===== src/rtl/nexi_bus_pkg.sv =====
// nexi_bus_pkg
// Shared definitions for the two-cache shared-bus arbiter.
//   state_t   : arbiter FSM states. The encodings are chosen to equal the
//               one-hot grant value of each state, so the grant output is
//               the state register itself.
//   GRANT_*   : grant_o encodings (none / cache 0 / cache 1).
//   grant_of  : maps a state onto its grant_o value.
package nexi_bus_pkg;

   typedef enum logic [1:0] {
      IDLE = 2'b00,
      OWN0 = 2'b01,
      OWN1 = 2'b10
   } state_t;

   localparam logic [1:0] GRANT_NONE = 2'b00;
   localparam logic [1:0] GRANT_M0   = 2'b01;
   localparam logic [1:0] GRANT_M1   = 2'b10;

   function automatic logic [1:0] grant_of(input state_t s);
      logic [1:0] g;
      g = GRANT_NONE;
      case (s)
         OWN0:    g = GRANT_M0;
         OWN1:    g = GRANT_M1;
         default: g = GRANT_NONE;
      endcase
      return g;
   endfunction

endpackage


===== src/rtl/nexi_bus_timeout.sv =====
// nexi_bus_timeout
// Counts strobe cycles that have not yet been terminated and flags when the
// count reaches TIMEOUT. TIMEOUT = 0 disables the flag entirely.
// Ports:
//   clk_i    : clock, rising edge
//   reset_i  : synchronous active-high reset
//   count_en : one more unterminated strobe cycle this clock
//   clear    : restart counting from zero (dominates count_en)
//   expired  : counter currently equals TIMEOUT
module nexi_bus_timeout
   import nexi_bus_pkg::*;
#(
   parameter int TIMEOUT = 255
) (
   input  logic clk_i,
   input  logic reset_i,
   input  logic count_en,
   input  logic clear,
   output logic expired
);

   // A zero-width counter is not legal, so the disabled case keeps one bit.
   localparam int CW = (TIMEOUT > 0) ? $clog2(TIMEOUT + 1) : 1;
   localparam logic [CW-1:0] LIMIT = CW'(TIMEOUT);

   logic [CW-1:0] count;

   // The counter saturates at LIMIT so it can never wrap back to zero and
   // hide an expiry if the owner forgets to clear it.
   always_ff @(posedge clk_i) begin
      if (reset_i) begin
         count <= '0;
      end else if (clear) begin
         count <= '0;
      end else if (count_en && (count != LIMIT)) begin
         count <= count + CW'(1);
      end
   end

   assign expired = (TIMEOUT != 0) && (count == LIMIT);

endmodule


===== src/rtl/nexi_bus_arbiter.sv =====
// nexi_bus_arbiter
// Two-master Wishbone arbiter in front of one shared bus. Whichever cache owns
// the bus is wired straight through in both directions; the other cache sees
// all zeros and its request simply waits. Ties from IDLE alternate between the
// caches, and a strobe left unterminated for TIMEOUT cycles is given a
// synthetic error.
// Ports:
//   clk_i, reset_i                 : clock, synchronous active-high reset
//   m{0,1}_addr_i/_data_i          : cache address / write data
//   m{0,1}_cyc_i/_stb_i/_sel_i/_we_i : cache Wishbone control
//   m{0,1}_data_o                  : read data to cache
//   m{0,1}_ack_o/_err_o/_rty_o     : terminations to cache
//   bus_addr_o/bus_data_o          : shared-bus address / write data
//   bus_cyc_o/_stb_o/_sel_o/_we_o  : shared-bus control
//   bus_data_i                     : shared-bus read data
//   bus_ack_i/_err_i/_rty_i        : shared-bus terminations
//   grant_o                        : one-hot owner (01 cache 0, 10 cache 1)
//   timeout_o                      : one-cycle pulse on a synthetic error
module nexi_bus_arbiter
   import nexi_bus_pkg::*;
#(
   parameter int ADDR_WIDTH = 32,
   parameter int DATA_WIDTH = 32,
   parameter int TIMEOUT    = 255
) (
   input  logic                  clk_i,
   input  logic                  reset_i,
   input  logic [ADDR_WIDTH-1:0] m0_addr_i,
   input  logic [DATA_WIDTH-1:0] m0_data_i,
   input  logic                  m0_cyc_i,
   input  logic                  m0_stb_i,
   input  logic                  m0_sel_i,
   input  logic                  m0_we_i,
   output logic [DATA_WIDTH-1:0] m0_data_o,
   output logic                  m0_ack_o,
   output logic                  m0_err_o,
   output logic                  m0_rty_o,
   input  logic [ADDR_WIDTH-1:0] m1_addr_i,
   input  logic [DATA_WIDTH-1:0] m1_data_i,
   input  logic                  m1_cyc_i,
   input  logic                  m1_stb_i,
   input  logic                  m1_sel_i,
   input  logic                  m1_we_i,
   output logic [DATA_WIDTH-1:0] m1_data_o,
   output logic                  m1_ack_o,
   output logic                  m1_err_o,
   output logic                  m1_rty_o,
   output logic [ADDR_WIDTH-1:0] bus_addr_o,
   output logic [DATA_WIDTH-1:0] bus_data_o,
   output logic                  bus_cyc_o,
   output logic                  bus_stb_o,
   output logic                  bus_sel_o,
   output logic                  bus_we_o,
   input  logic [DATA_WIDTH-1:0] bus_data_i,
   input  logic                  bus_ack_i,
   input  logic                  bus_err_i,
   input  logic                  bus_rty_i,
   output logic [1:0]            grant_o,
   output logic                  timeout_o
);

   state_t state;
   state_t state_next;
   logic   last_r;
   logic   owner_stb;
   logic   active_stb;
   logic   bus_term;
   logic   expired;
   logic   synth_err;
   logic   count_en;
   logic   count_clear;

   // State register. last_r remembers who was served most recently so a
   // simultaneous request from IDLE goes to the other cache; it starts at 1
   // so cache 0 wins the first tie after reset.
   always_ff @(posedge clk_i) begin
      if (reset_i) begin
         state  <= IDLE;
         last_r <= 1'b1;
      end else begin
         state <= state_next;
         if ((state_next == OWN0) && (state != OWN0)) begin
            last_r <= 1'b0;
         end else if ((state_next == OWN1) && (state != OWN1)) begin
            last_r <= 1'b1;
         end
      end
   end

   // Next-state logic. Ownership is only released when the owner drops cyc,
   // which keeps multi-beat and read-modify-write cycles atomic. On release
   // the bus is handed straight to a waiting cache without an IDLE cycle.
   always_comb begin
      state_next = state;
      case (state)
         IDLE: begin
            if (m0_cyc_i && m1_cyc_i) begin
               state_next = last_r ? OWN0 : OWN1;
            end else if (m0_cyc_i) begin
               state_next = OWN0;
            end else if (m1_cyc_i) begin
               state_next = OWN1;
            end
         end
         OWN0: begin
            if (!m0_cyc_i) begin
               state_next = m1_cyc_i ? OWN1 : IDLE;
            end
         end
         OWN1: begin
            if (!m1_cyc_i) begin
               state_next = m0_cyc_i ? OWN0 : IDLE;
            end
         end
         default: state_next = IDLE;
      endcase
   end

   // Timeout bookkeeping. A real termination always beats the synthetic
   // error in the same cycle. Reset masks the strobe, which also clears the
   // counter.
   assign bus_term   = bus_ack_i | bus_err_i | bus_rty_i;
   assign owner_stb  = (state == OWN0) ? m0_stb_i :
                       (state == OWN1) ? m1_stb_i : 1'b0;
   assign active_stb = owner_stb && !reset_i;
   assign count_en   = active_stb && !bus_term;
   assign synth_err  = expired && active_stb && !bus_term;
   assign count_clear = bus_term || (state_next != state) || !active_stb || synth_err;

   nexi_bus_timeout #(
      .TIMEOUT (TIMEOUT)
   ) u_timeout (
      .clk_i    (clk_i),
      .reset_i  (reset_i),
      .count_en (count_en),
      .clear    (count_clear),
      .expired  (expired)
   );

   // Datapath steering. Everything defaults to zero so IDLE and the
   // non-owning cache see a quiet bus. During reset cyc/stb and every
   // termination are masked so an aborted cycle never completes.
   always_comb begin
      bus_addr_o = '0;
      bus_data_o = '0;
      bus_cyc_o  = 1'b0;
      bus_stb_o  = 1'b0;
      bus_sel_o  = 1'b0;
      bus_we_o   = 1'b0;
      m0_data_o  = '0;
      m0_ack_o   = 1'b0;
      m0_err_o   = 1'b0;
      m0_rty_o   = 1'b0;
      m1_data_o  = '0;
      m1_ack_o   = 1'b0;
      m1_err_o   = 1'b0;
      m1_rty_o   = 1'b0;
      case (state)
         OWN0: begin
            bus_addr_o = m0_addr_i;
            bus_data_o = m0_data_i;
            bus_cyc_o  = m0_cyc_i && !reset_i;
            bus_stb_o  = m0_stb_i && !reset_i;
            bus_sel_o  = m0_sel_i;
            bus_we_o   = m0_we_i;
            m0_data_o  = bus_data_i;
            m0_ack_o   = bus_ack_i && !reset_i;
            m0_err_o   = (bus_err_i || synth_err) && !reset_i;
            m0_rty_o   = bus_rty_i && !reset_i;
         end
         OWN1: begin
            bus_addr_o = m1_addr_i;
            bus_data_o = m1_data_i;
            bus_cyc_o  = m1_cyc_i && !reset_i;
            bus_stb_o  = m1_stb_i && !reset_i;
            bus_sel_o  = m1_sel_i;
            bus_we_o   = m1_we_i;
            m1_data_o  = bus_data_i;
            m1_ack_o   = bus_ack_i && !reset_i;
            m1_err_o   = (bus_err_i || synth_err) && !reset_i;
            m1_rty_o   = bus_rty_i && !reset_i;
         end
         default: begin
         end
      endcase
   end

   assign grant_o   = grant_of(state);
   assign timeout_o = synth_err;

endmodule


===== config.mk =====
export PLATFORM = sky130hd
export DESIGN_NAME = nexi_bus_arbiter
export DESIGN_NICKNAME = d
export VERILOG_FILES = /design/src/rtl/nexi_bus_pkg.sv /design/src/rtl/nexi_bus_timeout.sv /design/src/rtl/nexi_bus_arbiter.sv
export SDC_FILE = /design/constraint.sdc
export NUM_CORES = 1
export LEC_CHECK = 0
export BUFFER_PORTS_ARGS = -buffer_cell sky130_fd_sc_hd__buf_2
export CAP_MARGIN = 40
export CELL_PAD_IN_SITES_DETAIL_PLACEMENT = 1
export CELL_PAD_IN_SITES_GLOBAL_PLACEMENT = 1
export CORE_AREA = 5 5 117 119
export DETAILED_ROUTE_END_ITERATION = 8
export DIE_AREA = 0 0 122 124
export GPL_TIMING_DRIVEN = 0
export PLACE_DENSITY_LB_ADDON = 0.25
export SLEW_MARGIN = 20
export SYNTH_ARGS = -nofsm -noshare
export SYNTH_HDL_FRONTEND = slang
export SYNTH_SLANG_ARGS = --single-unit

===== constraint.sdc =====
create_clock -name clk_i -period 3 [get_ports clk_i]
set_clock_uncertainty 0.1 [all_clocks]
set_input_delay 0.15 -clock clk_i [delete_from_list [all_inputs] [get_ports clk_i]]
set_output_delay 0.15 -clock clk_i [all_outputs]
set_load 0.005 [all_outputs]

==> results by stage <==
Outcome:
- The run finished with clean final reports.

Worst setup path:
- Across all register-to-register paths, the minimum setup slack is around 0.63 ns.
- Tracing the worst setup path back leads to its startpoint at state[1].
- For the worst setup path, the data required time is roughly 2.8 ns.
- Data on the critical path arrives at its endpoint at 2.46 ns.
- The critical path class is flip-flop to primary output.
- The endpoint type of the worst setup path is a primary output.
- The element type at the critical path start is a flip-flop.
- The endpoint identified for the worst register-to-register timing path is last_r.
- In this run the worst path has a maximum fanout of 10.
- The number of cells on the worst reg-to-reg path is 6.
- In this run the critical register-to-register path is launched from state[0].

Global route:
- The via count of the first global-routing pass came to approximately 4000.
- The global-route usage over all layers is 18.46%.
- Entering global routing, the biggest net connects 11 pins.
- The first global-routing pass estimated 21.96 mm of wire.
- The initial antenna violation count is 4.
- After global routing the overflow that remains totals 0.

Detailed routing:
- The post-detailed-routing wire length is 15.37 mm.
- The routed layout has 3756 vias.
- The via count normalized by instance count is 4.531.
- After detailed routing, the average wire length per cell comes to 18.54 um.
- The number of remaining DRC errors is 0.
- The first TritonRoute pass finished after 4 iterations.
- After the first detailed-routing iteration, the DRC count stood at 165.
- The number of antenna-violating nets in the routed design is 0.

Final layout:
- The relative area change from synthesis to final layout is 80.64%.
- The share of cells above drive strength 1 is 50.08%.
- The library cells used most frequently in the layout, excluding fill and tap cells, are 314 x sky130_fd_sc_hd__buf_2, 67 x sky130_fd_sc_hd__nor2b_1, 66 x sky130_fd_sc_hd__a22oi_1, 65 x sky130_fd_sc_hd__and2_1, 23 x sky130_fd_sc_hd__clkbuf_1.
- With fillers left out, the area of the finished cells amounts to roughly 4200 um^2.
- The most common cell after layout, fill and taps aside is sky130_fd_sc_hd__buf_2.
- At the end of the flow the core is filled with cells to 33.61%.
- The post-layout net count is between 800 and 900.

Place:
- In this run the tool buffered the top-level ports with 313 buffer cells.
- The wire-length estimate of the detail-placed layout is 13.46 mm.
- The standard cell area after detailed placement is ~4100 um^2.
- The global placement routability congestion is around 0.88.

STA:
- The setup violation total in the final timing report is 0.
- Setup repair after global routing left no endpoint under its margin.
- The number of hold-slack violations in the final timing report is 0.
- In the finished design, the share of the clock period the worst path needs comes to 90.29%.
- The maximum clock frequency is 369.2 MHz.
- The number of slew-limit violations in the final report came to 0.
- The final setup TNS is 0 ns.
- The routed design could run at a clock period as short as 2.709 ns.
- The post-route worst hold slack is about 0.065 ns.
- The transition time at the pin with the least slew margin is 0.5384 ns.
- The worst pin sits at a relative slew slack of 64.11%.

Flow run:
- The tool flagged a number of max-cap violations equal to 0.

Power and ir drop:
- The worst-case IR drop observed on VDD is 135.5 uV.
- For this design the ratio of total power to cell area is 343.6 nW/um^2.
- The power consumption is 1440 uW.
- The reported leakage power is around 0.0022 uW.

Clock tree:
- The largest buffer count on any clock path is 2.
- The CTS tree is yes.
- The clock buffer count from CTS is 3.
- After clock tree synthesis, the clock-pin slew on the worst setup and hold paths is approximately 0.04 ns.
- After clock tree synthesis, the setup repair step added 0 buffers.
- In this run the number of H-tree levels came out at 1.
- For this design, the sink count on the clock tree is 11.
- The clock reaches the later pin of the worst-skew pair after 0.24 ns.
- The root buffer cell is sky130_fd_sc_hd__clkbuf_16.

Die:
- The standard-cell row count is 41.
- The boundary pin count is 314.
- The effective utilization at floorplan is 18.61%.
- In this run the standard cell core region covers 12470 um^2.
- The die boundary height is between 100 and 150 um.
- The overall die area is 15130 um^2.
- The horizontal extent of the die is 122 um.

Logic synthesis:
- The post-synthesis cell type count is 49.
- Yosys printed 0 warnings.
- The number of nets in the synthesized netlist is around 520.
- The share of the yosys chip area belonging to registers is 9.493%.
- The cell area after synthesis is 2320 um^2.
- In this run, synthesis inferred 0 flip-flops with an integrated enable.
- The number of standard cells after synthesis is ~340.
- The most used flip-flop cell after synthesis is sky130_fd_sc_hd__dfxtp_1.
- The proportion of synthesized flip-flops having asynchronous set or reset is 0%.
- The number of flip-flops and latches in the synthesized netlist is 11.
- Averaged over all synthesized cells, the footprint is 6.883 um^2.

Hold path:
- The worst hold path startpoint is reset_i.
- The worst hold path passes through 2 cells.
- The path with the worst hold slack has its endpoint at state[0].
- In this run the worst hold path is classified as input pin to flip-flop.
## through the flow
stage,instances,worst slack (ns)
2_1_floorplan,337,1.027
6_report,829,0.2912
3_5_place_dp,822,0.3257
3_3_place_gp,822,0.3328
5_1_grt,828,0.08697
4_1_cts,826,0.05616
## how the worst max path moves through the flow
stage,cells past startpoint,end,slack [ns]
3_3_place_gp,8,bus_data_o[28],0.33
6_report,8,bus_addr_o[17],0.29
3_5_place_dp,8,bus_addr_o[0],0.33
4_1_cts,8,bus_data_o[25],0.06
5_1_grt,8,bus_data_o[24],0.09
2_1_floorplan,8,u_timeout.count[6],1.03
## worst max-delay path, cell delays in order (launching register included)
cell                       delay [ns]
sky130_fd_sc_hd__dfxtp_1         0.38
sky130_fd_sc_hd__clkbuf_1        0.32
sky130_fd_sc_hd__inv_1           0.14
sky130_fd_sc_hd__ha_1            0.26
sky130_fd_sc_hd__clkbuf_2        0.24
sky130_fd_sc_hd__clkbuf_1        0.28
sky130_fd_sc_hd__a22oi_1         0.38
sky130_fd_sc_hd__nor2b_1         0.08
sky130_fd_sc_hd__buf_2           0.14
## sequential cells by signal (all words and copies together), names as in the netlist
name	flops
state	2
u_timeout.count	8
last_r	1
## cells by family (layout without fill, tap and decap cells)
| group | after synthesis | after routing | share of synthesized area (%) |
|---|---|---|---|
| AND/OR/NAND/NOR | 180 | 180 | 46.93 |
| adder cells (fa/ha/maj) | 7 | 7 | 3.775 |
| flip-flops | 11 | 11 | 9.493 |
| AO/OA/AOI/OAI | 91 | 91 | 30.04 |
| buffers and inverters | 42 | 358 | 7.335 |
| XOR/XNOR | 3 | 3 | 1.133 |
| multiplexers | 3 | 3 | 1.295 |
| other | 0 | 4 | 0 |
## layer usage
metal  wire length (um)  track usage (%)
met5                  7                0
met3               1392            5.313
met1               5844            21.85
met2               7913            33.32
met4                210            3.641
## area by class of cell
cell class	instances	area, um^2
sequential	11	220.2
buffer	33	138.9
clock buffer	3	75.07
inverter	8	30.03
multi-input combinational	284	1929
timing repair buffer	313	1567
clock inverter	1	5.005
antenna	4	10.01
fill	1667	8275
tap	172	215.2
## synth_stat cells, drive strengths merged (2+ instances only)
master | number | area share [%]
and3 | 6 | 1.6
o21ai | 5 | 1.1
nor3 | 4 | 1.1
dfxtp | 11 | 9.5
xor2 | 2 | 0.76
a21oi | 2 | 0.43
a221oi | 2 | 1.0
nand2 | 5 | 0.81
mux2i | 3 | 1.3
nand2b | 2 | 0.54
a22oi | 66 | 21
nand3 | 3 | 0.65
nor2 | 19 | 3.1
ha | 7 | 3.8
nor2b | 67 | 18
and2 | 65 | 18
buf | 8 | 1.8
clkbuf | 26 | 4.2
nand4 | 2 | 1.2
inv | 8 | 1.3
a211oi | 4 | 1.7
## where the power goes
group	total, uW	internal [uW]	leakage [uW]	switching (uW)
clock network	244	177	0.0000409	67.8
logic	1020	478	0.00210	546
registers	171	155	0.0000892	15.8
total	1440	810	0.00223	630
## repair_timing
| action | in CTS | in global routing |
|---|---|---|
| endpoints found under the setup margin | 0 | 43 |
| hold buffers | 0 | 0 |
| gates resized for setup | 0 | 4 |
Power figures use the tool's default switching activity.
